===== src/rtl/mb8_pipe_mac.sv =====
// Pipelined radix-8 Booth multiply/accumulate datapath fed with pre-encoded digits.
// Global-stall valid/ready flow control, 1..3 stage latency, running accumulation.
module mb8_pipe_mac #(
   parameter int unsigned WIDTH     = 8,
   parameter int unsigned GROUPS    = (WIDTH + 3) / 3,
   parameter int unsigned STAGES    = 2,
   parameter int unsigned ACC_GUARD = 4,
   parameter int unsigned MY_SIGNED = 0,
   localparam int unsigned ACC_W    = 2 * WIDTH + ACC_GUARD
) (
   input  logic              CLK,
   input  logic              RST,
   input  logic              in_valid,
   output logic              in_ready,
   input  logic              in_acc,
   input  logic [GROUPS-1:0] s,
   input  logic [GROUPS-1:0] d,
   input  logic [GROUPS-1:0] t,
   input  logic [GROUPS-1:0] q,
   input  logic [GROUPS-1:0] n,
   input  logic [WIDTH-1:0]  my,
   input  logic [WIDTH+1:0]  tmy,
   output logic              out_valid,
   input  logic              out_ready,
   output logic [ACC_W-1:0]  out_product,
   output logic              out_err
);

   localparam int unsigned HALF   = (GROUPS + 1) / 2;
   localparam bit          MY_SGN = (MY_SIGNED != 0);

   logic              adv;
   logic              out_valid_q;
   logic [ACC_W-1:0]  out_product_q;
   logic [ACC_W-1:0]  out_product_d;
   logic              out_err_q;
   logic [ACC_W-1:0]  acc_q;

   // Stage-0 view of the beat (registered or straight from the ports)
   logic              v0, acc0;
   logic [GROUPS-1:0] s0, d0, t0, q0, n0;
   logic [WIDTH-1:0]  my0;
   logic [WIDTH+1:0]  tmy0;

   // Partial-product generation results
   logic [ACC_W-1:0]  sum_lo_c, sum_hi_c;
   logic              err_c;

   // Last-stage view
   logic              v1, acc1, err1;
   logic [ACC_W-1:0]  lo1, hi1;

   assign adv      = ~out_valid_q | out_ready;
   assign in_ready = adv;

   generate
      if (STAGES >= 2) begin : g_in_reg
         logic              v_q, acc_q0;
         logic [GROUPS-1:0] s_q, d_q, t_q, q_q, n_q;
         logic [WIDTH-1:0]  my_q;
         logic [WIDTH+1:0]  tmy_q;

         always_ff @(posedge CLK or posedge RST) begin
            if (RST) begin
               v_q    <= 1'b0;
               acc_q0 <= 1'b0;
               s_q    <= '0;
               d_q    <= '0;
               t_q    <= '0;
               q_q    <= '0;
               n_q    <= '0;
               my_q   <= '0;
               tmy_q  <= '0;
            end else if (adv) begin
               v_q    <= in_valid;
               acc_q0 <= in_acc;
               s_q    <= s;
               d_q    <= d;
               t_q    <= t;
               q_q    <= q;
               n_q    <= n;
               my_q   <= my;
               tmy_q  <= tmy;
            end
         end

         assign v0   = v_q;
         assign acc0 = acc_q0;
         assign s0   = s_q;
         assign d0   = d_q;
         assign t0   = t_q;
         assign q0   = q_q;
         assign n0   = n_q;
         assign my0  = my_q;
         assign tmy0 = tmy_q;
      end else begin : g_in_pass
         assign v0   = in_valid;
         assign acc0 = in_acc;
         assign s0   = s;
         assign d0   = d;
         assign t0   = t;
         assign q0   = q;
         assign n0   = n;
         assign my0  = my;
         assign tmy0 = tmy;
      end
   endgenerate

   // Per-group digit select, split into two partial sums for the optional mid register
   always_comb begin
      logic [ACC_W-1:0] my_x, tmy_x, mag, pp;
      logic             ill;
      my_x     = {{(ACC_W-WIDTH){MY_SGN & my0[WIDTH-1]}}, my0};
      tmy_x    = {{(ACC_W-WIDTH-2){MY_SGN & tmy0[WIDTH+1]}}, tmy0};
      mag      = '0;
      pp       = '0;
      ill      = 1'b0;
      sum_lo_c = '0;
      sum_hi_c = '0;
      err_c    = 1'b0;
      for (int g = 0; g < int'(GROUPS); g++) begin
         ill = (s0[g] & d0[g]) | (s0[g] & t0[g]) | (s0[g] & q0[g]) |
               (d0[g] & t0[g]) | (d0[g] & q0[g]) | (t0[g] & q0[g]);
         if (ill)        mag = '0;
         else if (s0[g]) mag = my_x;
         else if (d0[g]) mag = my_x << 1;
         else if (t0[g]) mag = tmy_x;
         else if (q0[g]) mag = my_x << 2;
         else            mag = '0;
         pp = n0[g] ? (ACC_W'(0) - mag) : mag;
         pp = pp << (3 * g);
         if (g < int'(HALF)) sum_lo_c = sum_lo_c + pp;
         else                sum_hi_c = sum_hi_c + pp;
         err_c = err_c | ill;
      end
   end

   generate
      if (STAGES >= 3) begin : g_mid_reg
         logic             v_q, acc_mq, err_q;
         logic [ACC_W-1:0] lo_q, hi_q;

         always_ff @(posedge CLK or posedge RST) begin
            if (RST) begin
               v_q    <= 1'b0;
               acc_mq <= 1'b0;
               err_q  <= 1'b0;
               lo_q   <= '0;
               hi_q   <= '0;
            end else if (adv) begin
               v_q    <= v0;
               acc_mq <= acc0;
               err_q  <= err_c;
               lo_q   <= sum_lo_c;
               hi_q   <= sum_hi_c;
            end
         end

         assign v1   = v_q;
         assign acc1 = acc_mq;
         assign err1 = err_q;
         assign lo1  = lo_q;
         assign hi1  = hi_q;
      end else begin : g_mid_pass
         assign v1   = v0;
         assign acc1 = acc0;
         assign err1 = err_c;
         assign lo1  = sum_lo_c;
         assign hi1  = sum_hi_c;
      end
   endgenerate

   // Output stage only loads on adv; a valid output then always handshakes this cycle,
   // so its value is forwarded as the accumulator the next beat must see.
   always_comb begin
      logic [ACC_W-1:0] acc_eff, p_c;
      acc_eff       = out_valid_q ? out_product_q : acc_q;
      p_c           = lo1 + hi1;
      out_product_d = acc1 ? (acc_eff + p_c) : p_c;
   end

   always_ff @(posedge CLK or posedge RST) begin
      if (RST) begin
         out_valid_q   <= 1'b0;
         out_product_q <= '0;
         out_err_q     <= 1'b0;
         acc_q         <= '0;
      end else begin
         if (out_valid_q & out_ready) acc_q <= out_product_q;
         if (adv) begin
            out_valid_q <= v1;
            if (v1) begin
               out_product_q <= out_product_d;
               out_err_q     <= err1;
            end
         end
      end
   end

   assign out_valid   = out_valid_q;
   assign out_product = out_product_q;
   assign out_err     = out_err_q;

endmodule


===== config.mk =====
export PLATFORM = sky130hd
export DESIGN_NAME = mb8_pipe_mac
export DESIGN_NICKNAME = d
export VERILOG_FILES = /design/src/rtl/mb8_pipe_mac.sv
export SDC_FILE = /design/constraint.sdc
export NUM_CORES = 1
export LEC_CHECK = 0
export ABC_AREA = 1
export BUFFER_PORTS_ARGS = -buffer_cell sky130_fd_sc_hd__buf_2
export CORE_MARGIN = 3
export CORE_UTILIZATION = 47
export CTS_CLUSTER_SIZE = 14
export DETAILED_ROUTE_END_ITERATION = 16
export PLACE_DENSITY = 0.76
export SYNTH_ARGS = -nofsm -noshare
export SYNTH_HDL_FRONTEND = slang
export SYNTH_SLANG_ARGS = --single-unit

===== constraint.sdc =====
create_clock -name CLK -period 5.95 [get_ports CLK]
set_input_delay 1.19 -clock CLK [delete_from_list [all_inputs] [get_ports CLK]]
set_output_delay 1.19 -clock CLK [all_outputs]
set_load 0.01 [all_outputs]

==> run summary, run 1 <==
CP Capture Type: register
Placer Congestion: 0.995
Clock Tree Buf Depth: 2
Core Area: 14900 um2
gr ovfl total: 0
number of global-route vias before repair: 6763
1st-pass router iterations: 6
Synth Cell Area: 7280 um2
Required @ worst endpoint: 6.15 ns
most used flip-flop cell after synthesis: dfrtp_1
Syn Area/Cell: 6.73 um2
starting density of the core: 49.0%
clock tree sinks: 77
max incr delay on CP: 0.51 ns
worst-path fanout max: 12
Tmin final: 5.54 ns
TritonCTS clock tree: done
drt drc: 0
post-route ant nets: 0
part of the cycle the worst path needs: 93.1%
Post-synth EDFFs: 0
YS warnings: 0
Final #Nets: 1225
setup_tns: 0 ns
commonest non-fill, non-tap cell in the layout: nand2_1
Overall Global Routing Usage: 23.2%
Root Driver: clkbuf_16
global-route wire length before repair: 31900 um
total die area: 17000 um2
maxcap violations: 0
Final setup viols: 0
Vias: 7207
crit path launch type: register
Routed wire per std cell: 14.4 um
HP Class: register to register
Yosys reg bits: 77
syn_nets: 1179
Reg clk slew, reported paths: 0.06 ns
Detailed Place HPWL: 14500 um
status: complete, no violations
Fmax: 180 MHz
clk_lat worst skew: 0.36 ns
Yosys top cell area share: 26.5%
area growth from synthesis to layout: 10.2%
Die Y: 130 um
H-tree level count: 3
Chip Width: 130 um
post-synthesis cell count: 1083
ys async rst share: 100%
# IOs: 61
Worst-Margin Slew: 1.15 ns
# rows: 44
share of layout cells above drive strength 1: 13.2%
drt initial violations: 492
most frequent CP cell: nand2_1
Vias/cell: 5.47
Seq/Total Area, Yosys: 26.5%
I/O Buffers: 60
largest net degree at the start of global routing: 78
ranking of synthesized cells by area: dfrtp_1 (26%), nand2_1 (15%), o21ai_0 (8.5%)
Yosys top cell by area: dfrtp_1
slowest CP cell: fa_1
CP arrival: 5.74 ns
Distinct cells, synth: 45
Post-Route WL: 19000 um
WS Path Type: register to register
clock skew: 0.00661 ns
diode count: 0
final max-slew violation count: 0
initial antenna violation count: 0
max_slew headroom: 23.0%
commonest non-fill, non-tap cells in the layout: nand2_1 (293), inv_1 (130), o21ai_0 (122), a21oi_1 (81), nor2_1 (75)
Hold Vio Cnt, Final: 0
Hold-fix buffers, CTS: 0
Register-to-Register Setup Slack: 0.41 ns
Num CTS Buffers: 9
sequential cells by signal, indices dropped and copies added (netlist names), 8 cells and up:
register,flops
acc_q,20
out_product,20
g_in_reg.tmy_q,10
g_in_reg.my_q,8
repair_timing:
item,in CTS,in global routing
gates cloned,0,0
buffers inserted,0,8
setup endpoints to repair,1,4
gates resized for setup,2,17
layer usage:
metal	part of all wire, %	vias to the layer above	routed length [um]	GRT usage [%]
li1	-	3608	-	-
met1	45	3305	8550	31.3
met2	46	254	8820	37.5
met3	6.5	40	1230	4.43
met4	2.2	0	420	8.05
met5	0	-	0	0
cell usage after synthesis (all sizes together), types with 18 or more instances:
master,instances
dfrtp,77
o21ai,131
a21oi,83
xnor2,18
nand3,52
clkbuf,22
nand2,315
nor2,88
inv,138
xor2,25
ha,43
final timing paths:
kind                            startpoint               to  depth (start not counted)
setup reg to reg           g_in_reg.s_q[0]  out_product[18]                         35
hold reg to reg               g_in_reg.v_q        out_valid                          2
setup / recovery           g_in_reg.s_q[0]  out_product[18]                         35
hold / removal                g_in_reg.v_q        out_valid                          2
min in group asynchronous              RST     g_in_reg.v_q                          3
max in group asynchronous              RST  g_in_reg.s_q[2]                          3
through the flow:
step | cells | worst slack, ns | hold WS (ns) | area [um2] | util, %
floorplan | 1083 | 1.11 | 0.432 | 7280 | -
global placement | 1294 | 0.0130 | 0.464 | 7650 | 51.4
detailed placement | 1294 | -0.0351 | 0.467 | 7650 | 51.4
CTS | 1310 | 0.0314 | 0.481 | 7930 | 53.3
global route | 1318 | -0.00660 | 0.514 | 8030 | 54.0
finish | 1318 | 0.408 | 0.476 | 8030 | 54.0
cell type report:
type | instances | area, um2
clock inverter | 5 | 35.0
clock buffer | 11 | 243
tap | 184 | 230
fill | 1465 | 6830
multi-input combinational | 831 | 4670
sequential | 77 | 1940
timing repair buffer | 72 | 390
inverter | 138 | 523
cell families after synthesis:
kind of cell | after synthesis | share of synthesized area [%]
AND/OR/NAND/NOR | 473 | 27.9
AO/OA/AOI/OAI | 257 | 19.1
buffers and inverters | 175 | 9.89
flip-flops | 77 | 26.5
adder cells (fa/ha/maj) | 58 | 11.5
XOR/XNOR | 43 | 5.17
worst max-delay path: cells and delay by family, from the launching register on:
family / cells / cell delay [ns]
buffers and inverters: 4 / 0.32
AOI/OAI and AO/OA: 5 / 0.68
adders and majority gates: 4 / 1.35
and+or+nand+nor: 21 / 2.46
xor gates and xnor gates: 1 / 0.10
DFF: 1 / 0.50
Power of run 1 is not shown: default switching activity piles up to over one toggle a cycle in this logic, so the estimate is an artifact.
==> run 2, diff against run 1 <==
--- a/config.mk
+++ b/config.mk
@@ -5,7 +5,6 @@
 export SDC_FILE = /design/constraint.sdc
 export NUM_CORES = 1
 export LEC_CHECK = 0
-export ABC_AREA = 1
 export BUFFER_PORTS_ARGS = -buffer_cell sky130_fd_sc_hd__buf_2
 export CORE_MARGIN = 3
 export CORE_UTILIZATION = 47
==> constraint.sdc (replaced) <==
create_clock -name CLK -period 5.4 [get_ports CLK]
set_input_delay 1.08 -clock CLK [delete_from_list [all_inputs] [get_ports CLK]]
set_output_delay 1.08 -clock CLK [all_outputs]
set_load 0.01 [all_outputs]
==> run 2 against run 1 <==
Compared with the run above:
- the flow now finishes with violations (negative setup slack)
- final cell count down 13%
- flip-flop and latch count unchanged
- hold slack better by 0.028 ns
- synthesized cell count down 26%
- highest routed layer unchanged
==> run summary, run 2 <==
H-tree level count: 3 (unchanged)
Fmax: 181 MHz (was 180 MHz)
Register-to-Register Setup Slack: -0.14 ns (was 0.41 ns)
Syn Area/Cell: 8.73 um2 (was 6.73 um2)
DP Worst Slack: -0.202 ns (was -0.0351 ns)
TritonCTS clock tree: done (unchanged)
post-synthesis cell count: 798 (was 1083)
ys async rst share: 100% (unchanged)
total die area: 16300 um2 (was 17000 um2)
syn_nets: 894 (was 1179)
ranking of synthesized cells by area: dfrtp_1 (28%), mux2_2 (12%), ha_1 (7.7%) (was dfrtp_1 (26%), nand2_1 (15%), o21ai_0 (8.5%))
drt initial violations: 444 (was 492)
worst-path fanout max: 5 (was 12)
gr ovfl total: 0 (unchanged)
Hold Vio Cnt, Final: 0 (unchanged)
max_slew headroom: 32.1% (was 23.0%)
# IOs: 61 (unchanged)
I/O Buffers: 60 (unchanged)
WS Path Type: register to register (unchanged)
Final #Nets: 1062 (was 1225)
Distinct cells, synth: 66 (was 45)
Detailed Place HPWL: 13100 um (was 14500 um)
YS warnings: 0 (unchanged)
maxcap violations: 0 (unchanged)
Placer Congestion: 0.937 (was 0.995)
Post-Route WL: 18500 um (was 19000 um)
Hold-fix buffers, CTS: 0 (unchanged)
worst reg2reg endpoint: out_product[19] (was out_product[18])
Yosys top cell area share: 27.7% (was 26.5%)
Reg clk slew, reported paths: 0.07 ns (was 0.06 ns)
post-route ant nets: 0 (unchanged)
Final WS setup: -0.139 ns (was 0.408 ns)
worst r2r path cells: 27 (was 35)
final max-slew violation count: 0 (unchanged)
Num CTS Buffers: 9 (unchanged)
Root Driver: clkbuf_16 (unchanged)
CP arrival: 5.75 ns (was 5.74 ns)
initial antenna violation count: 0 (unchanged)
Routed wire per std cell: 16.0 um (was 14.4 um)
Die Y: 128 um (was 130 um)
Core Area: 14200 um2 (was 14900 um2)
commonest non-fill, non-tap cell in the layout: buf_4 (was nand2_1)
Filler cells: 1151 (was 1465)
Final setup viols: 2 (was 0)
CP Capture Type: register (unchanged)
area growth from synthesis to layout: 31.2% (was 10.2%)
drt drc: 0 (unchanged)
HP Class: register to register (unchanged)
most used flip-flop cell after synthesis: dfrtp_1 (unchanged)
Yosys top cell by area: dfrtp_1 (unchanged)
Synth Cell Area: 6970 um2 (was 7280 um2)
status: finished, violations left (was complete, no violations)
Yosys reg bits: 77 (unchanged)
most frequent cell after synthesis: nand2_1 (unchanged)
crit path launch type: register (unchanged)
number of global-route vias before repair: 6257 (was 6763)
clock skew: 0.0106 ns (was 0.00661 ns)
HP Start: acc_q[0] (was g_in_reg.v_q)
largest net degree at the start of global routing: 78 (unchanged)
hold depth: 1 (was 2)
commonest non-fill, non-tap cells in the layout: buf_4 (135), nand2_1 (102), dfrtp_1 (76), mux2_2 (73), buf_2 (60) (was nand2_1 (293), inv_1 (130), o21ai_0 (122), a21oi_1 (81), nor2_1 (75))
Post-synth EDFFs: 0 (unchanged)
failing checks: negative setup slack
# rows: 43 (was 44)
diode count: 0 (unchanged)
commonest cells in the netlist: nand2_1 (104), dfrtp_1 (77), mux2_2 (73) (was nand2_1 (293), inv_1 (133), o21ai_0 (124))
part of the cycle the worst path needs: 103% (was 93.1%)
Tmin final: 5.54 ns (about the same)
hold endpoint: acc_q[0] (was out_valid)
Vias/cell: 5.57 (was 5.47)
Seq/Total Area, Yosys: 27.7% (was 26.5%)
clock tree sinks: 77 (unchanged)
Clock Tree Buf Depth: 2 (unchanged)
starting density of the core: 49.0% (about the same)
share of layout cells above drive strength 1: 38.1% (was 13.2%)
RSZ-0062 raised after global routing: true
clk_lat worst skew: 0.35 ns (was 0.36 ns)
Vias: 6412 (was 7207)
Required @ worst endpoint: 5.61 ns (was 6.15 ns)
Chip Width: 128 um (was 130 um)
global-route wire length before repair: 29800 um (was 31900 um)
Overall Global Routing Usage: 22.3% (was 23.2%)
Worst-Margin Slew: 1.02 ns (was 1.15 ns)
1st-pass router iterations: 5 (was 6)
r2r startpoint: d0[0] (was g_in_reg.s_q[0])
run 2: changes by cell type in the layout (fill, tap and decap cells not counted), moves of 14 or more:
cell     change
nand2_1    -191
mux2_2      +73
a21oi_1     -53
buf_4      +123
nand2_2     -17
o21ai_0     -76
nor2_1      -50
nor2b_1     +14
inv_1       -83
nand3_1     -33
run 2: critical path, stage by stage (launching register included):
cell       delay, ns
dfrtp_2         0.46
maj3_2          0.33
o2bb2ai_4       0.18
nand3_2         0.13
ha_4            0.18
and2_4          0.14
nand2_4         0.09
o21ai_4         0.06
xnor2_2         0.16
fa_1            0.56
ha_4            0.22
nor2b_4         0.13
o21ai_2         0.17
a21boi_2        0.10
o21ai_2         0.15
a21oi_2         0.08
buf_4           0.14
o2111a_1        0.26
nor3_2          0.23
xnor2_2         0.17
ha_1            0.30
o21a_1          0.14
nor2_2          0.14
a311oi_2        0.07
or4b_4          0.55
nand2_2         0.09
xnor2_2         0.11
o21ai_1         0.07
run 2: logic make-up after synthesis:
logic type	Yosys count	synth area share, %
AOI/OAI and AO/OA	187	17.5
xor gates and xnor gates	52	6.74
adders and majority gates	60	12.3
buffers and inverters	98	5.59
DFF	77	27.7
muxes	85	13.5
and+or+nand+nor	239	16.7
run 2: worst max path at each step:
| stage | start | to | slack, ns | depth (start not counted) |
|---|---|---|---|---|
| final | d0[0] | out_product[19] | -0.14 | 27 |
| after global routing | d0[0] | out_product[19] | -0.36 | 28 |
| after CTS | d0[0] | out_product[19] | -0.11 | 26 |
| after detailed placement | d0[0] | out_product[19] | -0.20 | 27 |
| after global placement | d0[0] | out_product[19] | -0.08 | 26 |
| after floorplan | d0[1] | out_product[19] | 0.005 | 27 |
run 2: what timing repair did:
item                                   4_1_cts  5_1_grt
pin swaps                                   32       31
buffers inserted                            12        8
endpoints found under the hold margin        0        0
cloned                                       0        1
gates resized for setup                     28       55
setup endpoints to repair                    5        7
run 2: cell type report:
type,instances,area (um2),area share [%]
clock buffer,9,225,2.46
clock inverter,7,57.6,0.630
inverter,51,193,2.11
multi-input combinational,623,5090,55.7
sequential,77,1930,21.1
tap,180,225,2.46
timing repair buffer,204,1420,15.5
run 2: per-stage QoR:
| stage | setup TNS, ns | area, um2 | hold slack (ns) | utilization, % | std cells |
|---|---|---|---|---|---|
| 3_3_place_gp | -0.150 | 8310 | 0.482 | 58.5 | 1115 |
| 3_5_place_dp | -0.561 | 8310 | 0.490 | 58.5 | 1115 |
| 2_1_floorplan | 0 | 7060 | 0.467 | - | 798 |
| 4_1_cts | -0.204 | 8790 | 0.505 | 61.9 | 1143 |
| 6_report | -0.199 | 9140 | 0.504 | 64.3 | 1151 |
| 5_1_grt | -1.26 | 9140 | 0.523 | 64.3 | 1151 |
run 2: layer usage:
layer / wire (um) / GRT usage [%]
met1: 7990 / 28.7
met2: 9100 / 37.9
met3: 915 / 4.00
met4: 461 / 7.55
met5: 0 / 0
Power of run 2 is left out for the same reason.
==> run 3, diff against run 2 <==
--- a/config.mk
+++ b/config.mk
@@ -10,7 +10,7 @@
 export CORE_UTILIZATION = 47
 export CTS_CLUSTER_SIZE = 14
 export DETAILED_ROUTE_END_ITERATION = 16
-export PLACE_DENSITY = 0.76
+export PLACE_DENSITY = 0.65
 export SYNTH_ARGS = -nofsm -noshare
 export SYNTH_HDL_FRONTEND = slang
 export SYNTH_SLANG_ARGS = --single-unit
==> run 3 against run 2 <==
Compared with the run above:
- maximum frequency increased by 1.4%
- non-clock buffer count increased by 19
- the flow still finishes with violations (negative setup slack)
- via count decreased by 0.39%
- sequential share of layout area decreased by 0.35 points
- global-route usage increased by 1.4 points
- die area unchanged
- clock skew increased by 0.0034 ns
- design area increased by 1.7%
- hold slack improved by 0.0037 ns
- wire length increased by 2.8%
- register-to-register slack improved by 0.08 ns
- highest routed layer unchanged
==> run summary, run 3 (synthesized netlist as in run 2, its figures left out) <==
Root Driver: clkbuf_16 (unchanged)
part of the cycle the worst path needs: 101% (was 103%)
crit path to: out_product[13] (was out_product[19])
clock skew: 0.0140 ns (was 0.0106 ns)
Post-Route WL: 19000 um (was 18500 um)
Final #Nets: 1081 (was 1062)
post-route ant nets: 0 (unchanged)
worst reg2reg endpoint: out_product[13] (was out_product[19])
Fmax: 183 MHz (was 181 MHz)
met2 WL: 9660 um (was 9100 um)
# IOs: 61 (unchanged)
Detailed Place HPWL: 14200 um (was 13100 um)
final max-slew violation count: 0 (unchanged)
Crit path depth: 31 (was 27)
Hold-fix buffers, CTS: 0 (unchanged)
clock tree sinks: 77 (unchanged)
Clock Tree Buf Depth: 2 (unchanged)
number of global-route vias before repair: 6455 (was 6257)
setup_tns: -0.0635 ns (was -0.199 ns)
Chip Width: 128 um (unchanged)
multi-input gate area in the final layout: 5080 um2 (was 5090 um2)
I/O Buffers: 60 (unchanged)
slowest CP cell: fa_1 (unchanged)
diode count: 0 (unchanged)
metal3 WL: 776 um (was 915 um)
HP Class: register to register (unchanged)
max incr delay on CP: 0.59 ns (was 0.56 ns)
maxcap violations: 0 (unchanged)
Worst-Margin Slew: 1.02 ns (about the same)
share of layout cells above drive strength 1: 40.0% (was 38.1%)
worst r2r path cells: 31 (was 27)
r2r startpoint: g_in_reg.s_q[0] (was d0[0])
Worst path top cell family by delay: adder cells (unchanged)
Placer Congestion: 0.897 (was 0.937)
drt drc: 0 (unchanged)
RSZ-0062 raised after global routing: true (unchanged)
Core Area: 14200 um2 (unchanged)
max_slew headroom: 32.2% (was 32.1%)
status: finished, violations left (unchanged)
Required @ worst endpoint: 5.61 ns (about the same)
commonest non-fill, non-tap cell in the layout: buf_4 (unchanged)
failing checks: negative setup slack (unchanged)
Reg clk slew, reported paths: 0.07 ns (about the same)
commonest non-fill, non-tap cells in the layout: buf_4 (160), nand2_1 (101), dfrtp_1 (75), mux2_2 (73), buf_2 (60) (was buf_4 (135), nand2_1 (102), dfrtp_1 (76), mux2_2 (73), buf_2 (60))
crit path launch type: register (unchanged)
most frequent CP cell: buf_4 (was xnor2_2)
Num CTS Buffers: 9 (unchanged)
WS Path Type: register to register (unchanged)
Vias: 6387 (was 6412)
initial antenna violation count: 0 (unchanged)
total die area: 16300 um2 (unchanged)
area growth from synthesis to layout: 33.5% (was 31.2%)
worst-path fanout max: 4 (was 5)
TritonCTS clock tree: done (unchanged)
Filler cells: 1187 (was 1151)
CP arrival: 5.67 ns (was 5.75 ns)
Overall Global Routing Usage: 23.7% (was 22.3%)
largest net degree at the start of global routing: 78 (unchanged)
gr ovfl total: 0 (unchanged)
Hold Vio Cnt, Final: 0 (unchanged)
global-route wire length before repair: 31400 um (was 29800 um)
# rows: 43 (unchanged)
H-tree level count: 3 (unchanged)
Die Y: 128 um (unchanged)
WL met1: 8150 um (was 7990 um)
CP Capture Type: register (unchanged)
CP Launch Point: g_in_reg.s_q[0] (was d0[0])
drt initial violations: 323 (was 444)
Vias/cell: 5.46 (was 5.57)
Routed wire per std cell: 16.2 um (was 16.0 um)
1st-pass router iterations: 5 (unchanged)
Tmin final: 5.46 ns (was 5.54 ns)
Final WS setup: -0.0597 ns (was -0.139 ns)
Register-to-Register Setup Slack: -0.06 ns (was -0.14 ns)
clk_lat worst skew: 0.36 ns (was 0.35 ns)
Final setup viols: 2 (unchanged)
critical path buffer and inverter count: 7 (was 1)
register area: 1930 um2 (about the same)
starting density of the core: 49.0% (unchanged)
uppermost layer routed: met4 (unchanged)
-- run 3: how the worst min path moves through the flow --
| stage | from | cells past startpoint | slack [ns] | to |
|---|---|---|---|---|
| final | acc_q[2] | 1 | 0.51 | acc_q[2] |
| after global routing | acc_q[1] | 1 | 0.53 | acc_q[1] |
| after CTS | acc_q[2] | 1 | 0.51 | acc_q[2] |
| after detailed placement | acc_q[2] | 1 | 0.50 | acc_q[2] |
| after global placement | acc_q[14] | 1 | 0.48 | acc_q[14] |
| after floorplan | g_in_reg.v_q | 1 | 0.47 | out_valid |
-- run 3: stage by stage --
stage          hold WS (ns)  instances  worst slack (ns)  instance area (um2)  util [%]
2_1_floorplan         0.467        798           0.00473                 7060         -
3_3_place_gp          0.485       1133            -0.151                 8450      59.5
3_5_place_dp          0.495       1133            -0.278                 8450      59.5
4_1_cts               0.509       1165           -0.0180                 9020      63.5
5_1_grt               0.527       1170            -0.301                 9300      65.5
6_report              0.507       1170           -0.0597                 9300      65.5
-- run 3: cell type report --
class	count	area share (%)
inverters	51	2.07
clock inverters	6	1.01
flip-flops and latches	77	20.8
clock buffers	10	2.57
repair buffers	223	16.5
multi-input cells	623	54.7
well taps	180	2.42
-- run 3: timing repair --
item,4_1_cts,5_1_grt
pin swaps,33,40
endpoints found under the setup margin,5,8
resized for setup,34,51
setup buffers,16,5
-- run 3: layer usage --
metal	global-route usage, %	vias to the layer above
met2	42.6	144
met3	4.21	28
li1	-	3191
met5	0	-
met1	28.3	3024
met4	8.24	0
Power of run 3 is left out for the same reason.
